==> config.mk <==
export PLATFORM = sky130hd
export DESIGN_NAME = fft_frame_reader
export DESIGN_NICKNAME = d
export VERILOG_FILES = /design/src/rtl/fft_frame_reader.sv
export SDC_FILE = /design/constraint.sdc
export NUM_CORES = 1
export LEC_CHECK = 0
export CORE_ASPECT_RATIO = 1.75
export CORE_UTILIZATION = 30
export DETAILED_ROUTE_END_ITERATION = 10
export GPL_TIMING_DRIVEN = 0
export PLACE_DENSITY = 0.58
export REMOVE_ABC_BUFFERS = 1
export SKIP_LAST_GASP = 1
export SYNTH_ARGS = -nofsm -noshare
export SYNTH_HDL_FRONTEND = slang
export SYNTH_SLANG_ARGS = --single-unit
==> constraint.sdc <==
create_clock -name clk -period 5.6 [get_ports clk]
set_input_delay 0.56 -clock clk [delete_from_list [all_inputs] [get_ports clk]]
set_output_delay 0.56 -clock clk [all_outputs]
set_load 0.01 [all_outputs]
==> src/rtl/fft_frame_reader.sv <==
// rtl/fft_frame_reader.sv - polls an FFT readout window and streams each new frame
//
// Purpose: polls the 32-bit frame counter at byte addresses 0..3 of a byte-wide
// readout window. When the counter differs from the last frame fetched (or no
// frame has been fetched since reset), it reads NUM_WORDS little-endian words
// starting at byte 4 and presents them one at a time on a valid/ready stream.
// chipselect stays high from the counter poll through the last word so the
// slave keeps the frame snapshot frozen.
//
// Ports:
//   clk, reset          clock, asynchronous active-high reset
//   enable              1 = keep polling and fetching frames
//   chipselect          slave select (slave buffer frozen while 1)
//   address             byte address to slave
//   write, writedata    tied 0
//   readdata            slave data, valid one cycle after address
//   word_data           assembled word (byte at 4+4k+j in bits [8j+7:8j])
//   word_index          word number k within the frame
//   word_valid          word_data/word_index valid
//   word_ready          downstream accepts
//   frame_time          counter value of the frame being or last fetched
//   frame_done          one-cycle pulse in the cycle after the last word transfers
//   busy                1 in every state except IDLE
module fft_frame_reader #(
    parameter int NUM_WORDS = 128,
    parameter int POLL_GAP  = 4
) (
    input  logic        clk,
    input  logic        reset,
    input  logic        enable,
    output logic        chipselect,
    output logic [15:0] address,
    output logic        write,
    output logic [7:0]  writedata,
    input  logic [7:0]  readdata,
    output logic [31:0] word_data,
    output logic [7:0]  word_index,
    output logic        word_valid,
    input  logic        word_ready,
    output logic [31:0] frame_time,
    output logic        frame_done,
    output logic        busy
);

    typedef enum logic [2:0] {
        S_IDLE,
        S_GAP,
        S_CNT,
        S_CMP,
        S_FETCH,
        S_EMIT
    } state_t;

    localparam logic [15:0] GAP_LAST = 16'(POLL_GAP - 1);
    localparam logic [7:0]  K_LAST   = 8'(NUM_WORDS - 1);

    state_t      state_q, state_d;
    logic [15:0] step_q, step_d;        // gap counter in GAP, issue/drain step in CNT/FETCH
    logic [7:0]  k_q, k_d;
    logic [15:0] addr_q, addr_d;
    logic [31:0] cnt_tmp_q, cnt_tmp_d;
    logic [31:0] data_q, data_d;
    logic [31:0] frame_time_q, frame_time_d;
    logic [31:0] last_time_q, last_time_d;
    logic        first_frame_q, first_frame_d;
    logic        frame_done_q, frame_done_d;

    always_comb begin
        state_d       = state_q;
        step_d        = step_q;
        k_d           = k_q;
        addr_d        = addr_q;
        cnt_tmp_d     = cnt_tmp_q;
        data_d        = data_q;
        frame_time_d  = frame_time_q;
        last_time_d   = last_time_q;
        first_frame_d = first_frame_q;
        frame_done_d  = 1'b0;

        case (state_q)
            S_IDLE: begin
                if (enable) begin
                    state_d = S_GAP;
                    step_d  = '0;
                end
            end
            S_GAP: begin
                if (step_q == GAP_LAST) begin
                    state_d = S_CNT;
                    step_d  = '0;
                end else begin
                    step_d = step_q + 16'd1;
                end
            end
            S_CNT: begin
                // Bytes arrive in address order; shifting right leaves byte 0 in [7:0].
                if (step_q != 16'd0) cnt_tmp_d = {readdata, cnt_tmp_q[31:8]};
                if (step_q == 16'd4) state_d = S_CMP;
                else                 step_d  = step_q + 16'd1;
            end
            S_CMP: begin
                step_d = '0;
                if (first_frame_q || (cnt_tmp_q != last_time_q)) begin
                    frame_time_d = cnt_tmp_q;
                    k_d          = '0;
                    state_d      = S_FETCH;
                end else begin
                    state_d = enable ? S_GAP : S_IDLE;
                end
            end
            S_FETCH: begin
                if (step_q != 16'd0) data_d = {readdata, data_q[31:8]};
                if (step_q == 16'd4) state_d = S_EMIT;
                else                 step_d  = step_q + 16'd1;
            end
            S_EMIT: begin
                if (word_ready) begin
                    step_d = '0;
                    if (k_q == K_LAST) begin
                        frame_done_d  = 1'b1;
                        last_time_d   = frame_time_q;
                        first_frame_d = 1'b0;
                        state_d       = enable ? S_GAP : S_IDLE;
                    end else begin
                        k_d     = k_q + 8'd1;
                        state_d = S_FETCH;
                    end
                end
            end
            default: state_d = S_IDLE;
        endcase

        // Address changes only on issue steps; drain, CMP and stalls hold the last value.
        if (state_d == S_CNT && step_d < 16'd4) begin
            addr_d = {14'd0, step_d[1:0]};
        end else if (state_d == S_FETCH && step_d < 16'd4) begin
            addr_d = 16'd4 + {6'd0, k_d, 2'b00} + {14'd0, step_d[1:0]};
        end
    end

    always_ff @(posedge clk or posedge reset) begin
        if (reset) begin
            state_q       <= S_IDLE;
            step_q        <= '0;
            k_q           <= '0;
            addr_q        <= '0;
            cnt_tmp_q     <= '0;
            data_q        <= '0;
            frame_time_q  <= '0;
            last_time_q   <= '0;
            first_frame_q <= 1'b1;
            frame_done_q  <= 1'b0;
        end else begin
            state_q       <= state_d;
            step_q        <= step_d;
            k_q           <= k_d;
            addr_q        <= addr_d;
            cnt_tmp_q     <= cnt_tmp_d;
            data_q        <= data_d;
            frame_time_q  <= frame_time_d;
            last_time_q   <= last_time_d;
            first_frame_q <= first_frame_d;
            frame_done_q  <= frame_done_d;
        end
    end

    assign chipselect = (state_q == S_CNT) || (state_q == S_CMP) ||
                        (state_q == S_FETCH) || (state_q == S_EMIT);
    assign busy       = (state_q != S_IDLE);
    assign word_valid = (state_q == S_EMIT);
    assign address    = addr_q;
    assign word_data  = data_q;
    assign word_index = k_q;
    assign frame_time = frame_time_q;
    assign frame_done = frame_done_q;
    assign write      = 1'b0;
    assign writedata  = 8'd0;

endmodule

==> impl_results.md, run 1 <==
- Starting DRT DRC Count: between 200 and 300
- Minimum period implied by the final worst setup slack: 4.257 ns
- CTS max path bufs: 2
- Top-count cell post-synth: dfrtp_1
- Worst Path Max Fanout: 11
- Vias in the first global route: 5341
- Mapped Area: 7790 µm²
- Worst r2r path cells: 10
- Final setup vio count: 0
- IO buf count: ~100
- FMAX: roughly 230 MHz
- CTS buffer count: 17
- HP Start: first_frame_q$_DFFE_PP1P_
- Commonest cells post-synth: dfrtp_1 (167), mux2_2 (124), nand2_1 (47)
- Initial Utilization: 0.3074
- Die X: 123.8 µm
- Top cells by area, synth: dfrtp_1 (54%), mux2_2 (18%), xor2_1 (2.7%)
- Post-synth top area cell: dfrtp_1
- RSZ-0062 raised after global routing: no
- Largest net degree at the start of global routing: ~130
- Initial antenna violation count: 0
- Number of fill cells: approximately 2400
- Pre-CTS setup slack: between 0.9 and 1 ns
- Post-synth EDFFs: 0
- Crit start category: input port
- Max-cap violations: 0
- Drt pass-1 iters: 4
- Worst slew margin: 0.4068
- Yosys top cell area share: 0.5365
- Final hold violations: 0
- Mapped Cells: roughly 640
- Overflow after GRT: 0
- Number of diodes: 0
- Leak: about 0.0045 µW
- Status: finished clean
- Die Y: 215.2 µm
- Worst-skew pair later-pin latency: 0.43 ns
- Die ar.: roughly 27000 µm²
- Routed via count: between 5000 and 6000
- Library cells used by synthesis: between 70 and 80
- Post-CTS Setup Bufs: 0
- CTS tree: done
- Avg Vias per Cell: slightly below 5
- Layout cell share with drive strength beyond 1: 0.2430
- Core Region: roughly 25000 µm²
- GP Congestion: roughly 0.85
- Drc violations: 0
- R2r startpoint: state_q[2]$_DFF_PP0_
- Cell area power density: 258.4 nW/µm²
- Critical path startpoint: word_ready
- Slew Limit Fails: 0
- Synth Register Bits: about 170
- CP Capture Type: flip-flop
- CTS H-Tree Depth: 4
- Routed Antenna Nets: 0
- Clock Skew: about 0.013 ns
- Max VDD drop: roughly 0.24 mV
- Rows: 77
- Final net count: between 700 and 800
- Async S/R FF share, synth: 1.000
- Post-CTS resize count: 0
- Avg Synthesized Cell Area: 12.27 µm²
- Predominant post-synthesis flop cell: dfrtp_1
- Clock sink count: 168
- Tot GR Track Use: 0.1493
- CP arrival: between 4 and 5 ns
- Routed WL: between 15 and 20 mm
- Final core utilization: 0.3857
- # IOs: roughly 110
- Clk slew on worst S/H paths: about 0.070 ns
- WP data required: 5.91 ns
- Register area share after synthesis: 0.5398
- First-pass GRT wire length: about 30 mm
- Avg WL per Cell: ~17 µm
- Least-Margin Pin Slew: 0.8867 ns
- Worst min-delay path category: flip-flop to flip-flop
- Area delta synth->final: 25.44%
- CTS Hold Bufs: 0
- Root buffer cell: clkbuf_16
- YS warnings: 0
- Setup WS post-layout: between 1 and 1.5 ns
- Dpl hpwl: ~13 mm
- Hold path depth: 1
- Tcrit/Tclk final: 0.7602
- CP Class: input port to flip-flop
per-stage QoR:
stage	std cells	hold slack [ns]	total power, µW	TNS, ns	instance area [µm²]
final	1065	0.4854	2525	0	9772
after global routing	1065	0.4931	2618	0	9772
after CTS	1065	0.4873	2563	0	9772
after detailed placement	1033	0.4754	1310	0	9144
after global placement	1026	0.4733	1306	-386.35	9010
after floorplan	612	0.4654	1279	0	7634
metal layers:
metal	up-vias	global-route usage	share of wire
met5	-	0	0
met4	0	0.07711	0.034
met3	34	0.02734	0.031
met2	119	0.2606	0.55
met1	2587	0.1687	0.39
li1	2463	-	-
state kept, by name, summed over array words and instances (netlist names):
name           flops
cnt_tmp_q         32
step_q            16
word_index         8
word_data         32
address           11
last_time_q       32
frame_time        32
state_q            3
frame_done         1
first_frame_q      1
worst max-delay path: stages:
cell and delay, ns:
clkdlybuf4s50_1 0.70, nand3b_1 0.16, a21oi_1 0.10, nor2_1 0.48, o31ai_1 0.35, a21oi_1 0.20
o21ai_1 0.09, or4_1 0.67, nand4b_1 0.71, mux2_1 0.55
logic make-up after synthesis:
kind of cell    Yosys count  share of synthesized area
flops                   168                     0.5398
fa+ha+maj                 5                   0.008031
other cells               1                  0.0004814
compound gates           91                    0.07983
mux                     128                     0.1852
simple gates            155                     0.1139
xor+xnor                 34                    0.03823
buf+inv                  53                    0.03453
final timing paths:
kind	endpoint	slack (ns)
max	address[1]$_DFFE_PP0P_	1.34
min	first_frame_q$_DFFE_PP1P_	0.49
max reg2reg	address[1]$_DFFE_PP0P_	1.41
min reg2reg	first_frame_q$_DFFE_PP1P_	0.49
max in group asynchronous	frame_time[29]$_DFFE_PP0P_	4.14
min in group asynchronous	cnt_tmp_q[6]$_DFFE_PP0P_	0.52
where the power goes:
part           switching [µW]  internal (µW)
combinational            38.3           20.8
clock                     487            754
sequential               5.56           1220
total                     531           1990
final cells by class:
type                            instances  area [µm²]  area share
Timing Repair Buffer                  105        1092      0.1118
Tap cell                              316       395.4     0.04046
Clock inverter                          9       140.1     0.01434
Clock buffer                           23       488.0     0.04994
Multi-Input combinational cell        427        3379      0.3458
Sequential cell                       168        4205      0.4303
Inverter                               17       71.32    0.007298
cells in the final DEF, fill, tap and decap left out, drive strengths merged, types with 4 or more instances in the layout:
cell and instances:
dfrtp 167, mux2 126, clkdlybuf4s50 98, nand2 48
o21ai 29, xor2 24, clkbuf 23, nor2 20
a21oi 20, inv 17, nand3 16, conb 14
o2bb2ai 11, xnor2 10, nor4 10, nor3 9
nand3b 7, buf 7, nor2b 6, nand4 6
and3 6, ha 5, or3 5, clkinv 4
(Power assumes the default switching activity.)
==> run 2, diff against run 1 <==
--- a/config.mk
+++ b/config.mk
@@ -9,7 +9,7 @@
 export CORE_UTILIZATION = 30
 export DETAILED_ROUTE_END_ITERATION = 10
 export GPL_TIMING_DRIVEN = 0
-export PLACE_DENSITY = 0.58
+export PLACE_DENSITY = 0.6
 export REMOVE_ABC_BUFFERS = 1
 export SKIP_LAST_GASP = 1
 export SYNTH_ARGS = -nofsm -noshare
==> constraint.sdc (replaced) <==
create_clock -name clk -period 3.8 [get_ports clk]
set_input_delay 0.38 -clock clk [delete_from_list [all_inputs] [get_ports clk]]
set_output_delay 0.38 -clock clk [all_outputs]
set_load 0.01 [all_outputs]
==> run 2 against run 1 <==
Compared with the run above: register-to-register slack worse by 1.2 ns; sequential power up 47%; design area down 0.24%; clock skew down 0.0041 ns; count of clock-buffer cells in the layout down 2; wire length down 1.4%; combinational power up 48%; first-iteration DRC count down 29%; global-route usage down 0.061 points; via count up 0.62%.
==> impl_results.md, run 2 (synthesized netlist as in run 1, its figures left out) <==
- Status: finished clean
- Dpl hpwl: between 10 and 15 mm
- Die ar.: about 27000 µm²
- WP data required: about 4.2 ns
- Most frequent cells in the layout: dfrtp_1 (167), mux2_2 (124), clkdlybuf4s50_1 (98)
- Clk slew on worst S/H paths: 0.07 ns
- Worst Path Max Fanout: 12
- Slew Limit Fails: 0
- Worst slew margin: 0.3944
- Commonest non-fill, non-tap cell in the layout: dfrtp_1
- Critical path startpoint: cnt_tmp_q[0]$_DFFE_PP0P_
- Setup crit end: address[10]$_DFFE_PP0P_
- RSZ-0062 raised after global routing: yes
- Cell family with most CP delay: simple AND/OR/NAND/NOR gates
- Cell area power density: ~360 nW/µm²
- CP Capture Type: flip-flop
- Clock sink count: 168
- Sequential cell area: 4205 µm²
- Routed via count: 5235
- CTS H-Tree Depth: 4
- Drc violations: 0
- Max VDD drop: roughly 0.34 mV
- PnR Total Power: between 3000 and 4000 µW
- Drt pass-1 iters: 4
- Crit-path cells: xnor2_1 > o221ai_1 > or4_1 > nor4_2 > nand2_1 > a31o_1 > inv_1 > ha_1 > nand3_1 > or3_1 > o2bb2ai_1
- Number of fill cells: 2448
- Tcrit/Tclk final: 0.9492
- FMAX: approximately 280 MHz
- Flop-to-flop setup slack: 0.19 ns
- CTS tree: done
- Leak: 0.004508 µW
- CP arrival: between 3 and 4 ns
- Overflow after GRT: 0
- R2r startpoint: cnt_tmp_q[0]$_DFFE_PP0P_
- CTS max path bufs: 2
- Avg Vias per Cell: roughly 4.9
- Crit path depth: 11
- CP Class: flip-flop to flip-flop
- Core Region: 25340 µm²
- Clock Skew: about 0.0085 ns
- Minimum period implied by the final worst setup slack: 3.607 ns
- Crit-path slowest cell: or4_1
- Worst min-delay path category: input port to asynchronous set/reset pin
- Avg WL per Cell: ~17 µm
- Largest net degree at the start of global routing: between 100 and 150
- CTS Hold Bufs: 0
- Root buffer cell: clkbuf_16
- Die Y: 215.2 µm
- CTS buffer count: 17
- Final hold violations: 0
- Worst r2r path cells: 11
- Initial antenna violation count: 0
- Least-Margin Pin Slew: 0.9052 ns
- Worst-skew pair later-pin latency: 0.43 ns
- CP max stage delay: around 0.58 ns
- First-pass GRT wire length: roughly 30 mm
- Die X: 123.8 µm
- Area delta synth->final: 25.14%
- IO buf count: slightly below 100
- Layout cell share with drive strength beyond 1: 0.2487
- # IOs: between 100 and 150
- Number of diodes: 0
- Area post-placement: approximately 9200 µm²
- Routed WL: about 18 mm
- CP bufs+invs: 1
- Routed Antenna Nets: 0
- Tot GR Track Use: 0.1486
- Rows: 77
- Final core utilization: 0.3847
- GP Congestion: between 0.8 and 0.9
- Fin area: slightly below 10000 µm²
- Crit start category: flip-flop
- Fin Setup TNS: 0 ns
- Max-cap violations: 0
- Vias in the first global route: between 5000 and 6000
- Area of the multi-input gates: 3395 µm²
- Initial Utilization: 0.3074
- Worst r2r dst: address[10]$_DFFE_PP0P_
- Starting DRT DRC Count: between 150 and 200
- Final net count: 756
- Final setup vio count: 0
[run 2: cell types whose count changed in the layout (fill, tap and decap cells not counted), moves of 2 or more]
cell	delta
clkinv_2	+3
clkbuf_8	-3
bufinv_16	-2
clkinvlp_4	+3
clkinv_4	-2
[run 2: where the power goes]
part / switching [µW] / internal (µW) / leakage [µW] / total [µW]
registers: 8.36 / 1800 / 0.00224 / 1810
logic: 56.3 / 30.8 / 0.00201 / 87.1
clock network: 717 / 917 / 0.000255 / 1630
[run 2: per-layer routing]
| layer | routed length [µm] | up-vias | part of all wire | track usage |
|---|---|---|---|---|
| met5 | 0 | - | 0 | 0 |
| met3 | 630 | 31 | 0.035 | 0.03264 |
| met4 | 625 | 0 | 0.034 | 0.07470 |
| met1 | 6797 | 2628 | 0.37 | 0.1611 |
| met2 | 10210 | 105 | 0.56 | 0.2643 |
| li1 | - | 2471 | - | - |
[run 2: area by class of cell]
| cell class | instances | share of cell area |
|---|---|---|
| Clock buffer | 21 | 0.04621 |
| Clock inverter | 11 | 0.01027 |
| Inverter | 17 | 0.007316 |
| Multi-Input combinational cell | 427 | 0.3482 |
| Sequential cell | 168 | 0.4314 |
| Tap cell | 316 | 0.04056 |
| Timing Repair Buffer | 108 | 0.1160 |
[run 2: timing repair]
item                       4_1_cts  5_1_grt
setup endpoints to repair       11       11
cloned                           0        0
gates resized for setup          2        2
buffers inserted                 2        0
[run 2: how the worst min path moves through the flow]
stage	slack (ns)	depth (start not counted)	endpoint
5_1_grt	0.44	2	word_data[6]$_DFFE_PP0P_
3_3_place_gp	0.47	1	first_frame_q$_DFFE_PP1P_
6_report	0.38	2	word_data[6]$_DFFE_PP0P_
2_1_floorplan	0.47	1	first_frame_q$_DFFE_PP1P_
3_5_place_dp	0.48	1	first_frame_q$_DFFE_PP1P_
4_1_cts	0.40	2	word_data[6]$_DFFE_PP0P_
[run 2: metrics by stage]
| step | hold slack, ns | setup WS [ns] | cells |
|---|---|---|---|
| 2_1_floorplan | 0.4654 | -1.125 | 612 |
| 3_3_place_gp | 0.4735 | -3.691 | 1026 |
| 3_5_place_dp | 0.4766 | -0.6015 | 1034 |
| 4_1_cts | 0.4039 | 0.1139 | 1068 |
| 5_1_grt | 0.4419 | -0.08610 | 1068 |
| 6_report | 0.3845 | 0.1931 | 1068 |
==> run 3, diff against run 2 <==
--- a/config.mk
+++ b/config.mk
@@ -9,7 +9,7 @@
 export CORE_UTILIZATION = 30
 export DETAILED_ROUTE_END_ITERATION = 10
 export GPL_TIMING_DRIVEN = 0
-export PLACE_DENSITY = 0.6
+export PLACE_DENSITY = 0.54
 export REMOVE_ABC_BUFFERS = 1
 export SKIP_LAST_GASP = 1
 export SYNTH_ARGS = -nofsm -noshare
==> run 3 against run 2 <==
Compared with the run above: hold slack got worse by 0.0062 ns; sequential cell count did not move; critical path type unchanged; clock skew rose by 0.0012 ns; critical path depth did not move; global-route usage rose by 0.22 points; non-clock buffer count fell by 1; count of clock-buffer cells in the layout fell by 2; sequential power barely moved; design area rose by 0.45%; via count rose by 0.11%; sequential share of layout area fell by 0.19 points; fmax fell by 0.59%.
==> impl_results.md, run 3 (synthesized netlist as in run 1, its figures left out) <==
- Status: finished clean
- RSZ-0062 raised after global routing: yes
- Final core utilization: 0.3865
- Die Y: between 200 and 250 µm
- Dpl cells: just over 1000
- CP Capture Type: flip-flop
- Final net count: 755
- # IOs: 113
- Critical path startpoint: cnt_tmp_q[0]$_DFFE_PP0P_
- Worst r2r path cells: 11
- Avg WL per Cell: around 18 µm
- Clock sink count: around 170
- CTS H-Tree Depth: 4
- Area delta synth->final: 25.70%
- Clk slew on worst S/H paths: roughly 0.06 ns
- Tcrit/Tclk final: 0.9548
- FMAX: 275.6 MHz
- Final setup vio count: 0
- CP arrival: between 3 and 4 ns
- Tot GR Track Use: 0.1509
- Drt pass-1 iters: 4
- Routed via count: 5241
- Largest net degree at the start of global routing: 98
- Cell area power density: approximately 380 nW/µm²
- CTS tree: done
- Max VDD drop: ~0.29 mV
- Worst slew margin: 0.4165
- Initial Utilization: 0.3074
- Routed WL: 18.72 mm
- First-pass GRT wire length: 30.14 mm
- Vias in the first global route: 5466
- Dpl hpwl: about 13 mm
- Max-cap violations: 0
- Worst-skew pair later-pin latency: between 0.4 and 0.5 ns
- Commonest non-fill, non-tap cell in the layout: dfrtp_1
- PnR Total Power: ~3700 µW
- Avg Vias per Cell: ~4.9
- Minimum period implied by the final worst setup slack: approximately 3.6 ns
- Number of diodes: 0
- Worst hold slack: between 0.3 and 0.4 ns
- Final hold violations: 0
- Fin Setup TNS: 0 ns
- Routed Antenna Nets: 0
- Worst Path Max Fanout: 12
- Least-Margin Pin Slew: between 0.8 and 0.9 ns
- Clock Skew: 0.009690 ns
- Most frequent cells in the layout: dfrtp_1 (167), mux2_2 (124), clkdlybuf4s50_1 (98)
- Leak: approximately 0.0045 µW
- Rows: 77
- Starting DRT DRC Count: approximately 210
- Non-filler cells, final: ~1100
- Overflow after GRT: 0
- Core Region: around 25000 µm²
- CP Class: flip-flop to flip-flop
- Layout cell share with drive strength beyond 1: 0.2490
- Crit start category: flip-flop
- Drc violations: 0
- Initial antenna violation count: 0
- Root buffer cell: clkbuf_16
- Die ar.: around 27000 µm²
- IO buf count: between 90 and 100
- Setup crit end: address[10]$_DFFE_PP0P_
- Worst min-delay path category: input port to asynchronous set/reset pin
- Slew Limit Fails: 0
- CTS max path bufs: 2
- WP data required: 4.15 ns
- CTS buffer count: 17
- Flop-to-flop setup slack: roughly 0.17 ns
- R2r startpoint: cnt_tmp_q[0]$_DFFE_PP0P_
- Worst r2r dst: address[10]$_DFFE_PP0P_
- GP Congestion: 0.8353
- Die X: roughly 120 µm
[run 3: cell count changes in the layout (fill, tap and decap cells not counted), sizes merged]
cell and delta:
clkinvlp -1, inv +2, bufinv +2, clkinv -1, buf -1, clkbuf -2
[run 3: critical path: stages, from the launching register on]
cell and delay, ns:
dfrtp_1 0.42, xnor2_1 0.17, o221ai_1 0.13, or4_1 0.59, nor4_2 0.53, nand2_1 0.41
a31o_1 0.36, inv_1 0.10, ha_1 0.22, nand3_1 0.13, or3_1 0.34, o2bb2ai_1 0.14
[run 3: stage by stage]
step | area, µm² | worst slack (ns)
detailed placement | 9163 | -0.6324
global route | 9792 | -0.01126
global placement | 9010 | -3.753
CTS | 9788 | 0.1013
floorplan | 7634 | -1.125
finish | 9792 | 0.1719
[run 3: worst min-delay path by stage]
stage / from / end / depth (start not counted)
after floorplan: first_frame_q$_DFFE_PP1P_ / first_frame_q$_DFFE_PP1P_ / 1
after global placement: first_frame_q$_DFFE_PP1P_ / first_frame_q$_DFFE_PP1P_ / 1
after detailed placement: address[8]$_DFFE_PP0P_ / address[8]$_DFFE_PP0P_ / 1
after CTS: reset / step_q[6]$_DFF_PP0_ / 2
after global routing: reset / step_q[13]$_DFF_PP0_ / 2
final: reset / step_q[13]$_DFF_PP0_ / 2
[run 3: where the power goes]
| group | leakage, µW | switching, µW | internal, µW |
|---|---|---|---|
| Combinational | 0.00199 | 57.0 | 30.7 |
| Sequential | 0.00224 | 8.43 | 1800 |
| Clock | 0.000287 | 751 | 1060 |
| Total | 0.00452 | 816 | 2890 |
[run 3: per-layer routing]
metal / global-route usage / share of wire
met3: 0.03450 / 0.029
met4: 0.07269 / 0.034
met2: 0.2639 / 0.55
met5: 0 / 0
met1: 0.1679 / 0.39
[run 3: area by class of cell]
cell class / count / area, µm²
multi-input combinational: 427 / 3390
clock buffer: 19 / 442.9
timing repair buffer: 107 / 1119
sequential: 168 / 4205
inverter: 17 / 71.32
fill: 2481 / 15550
clock inverter: 13 / 168.9
tap: 316 / 395.4
[run 3: repair_timing]
action | CTS | global route
hold buffers | 0 | 0
setup buffers | 1 | 0
resized for setup | 1 | 2
endpoints found under the setup margin | 11 | 11
endpoints found under the hold margin | 0 | 0
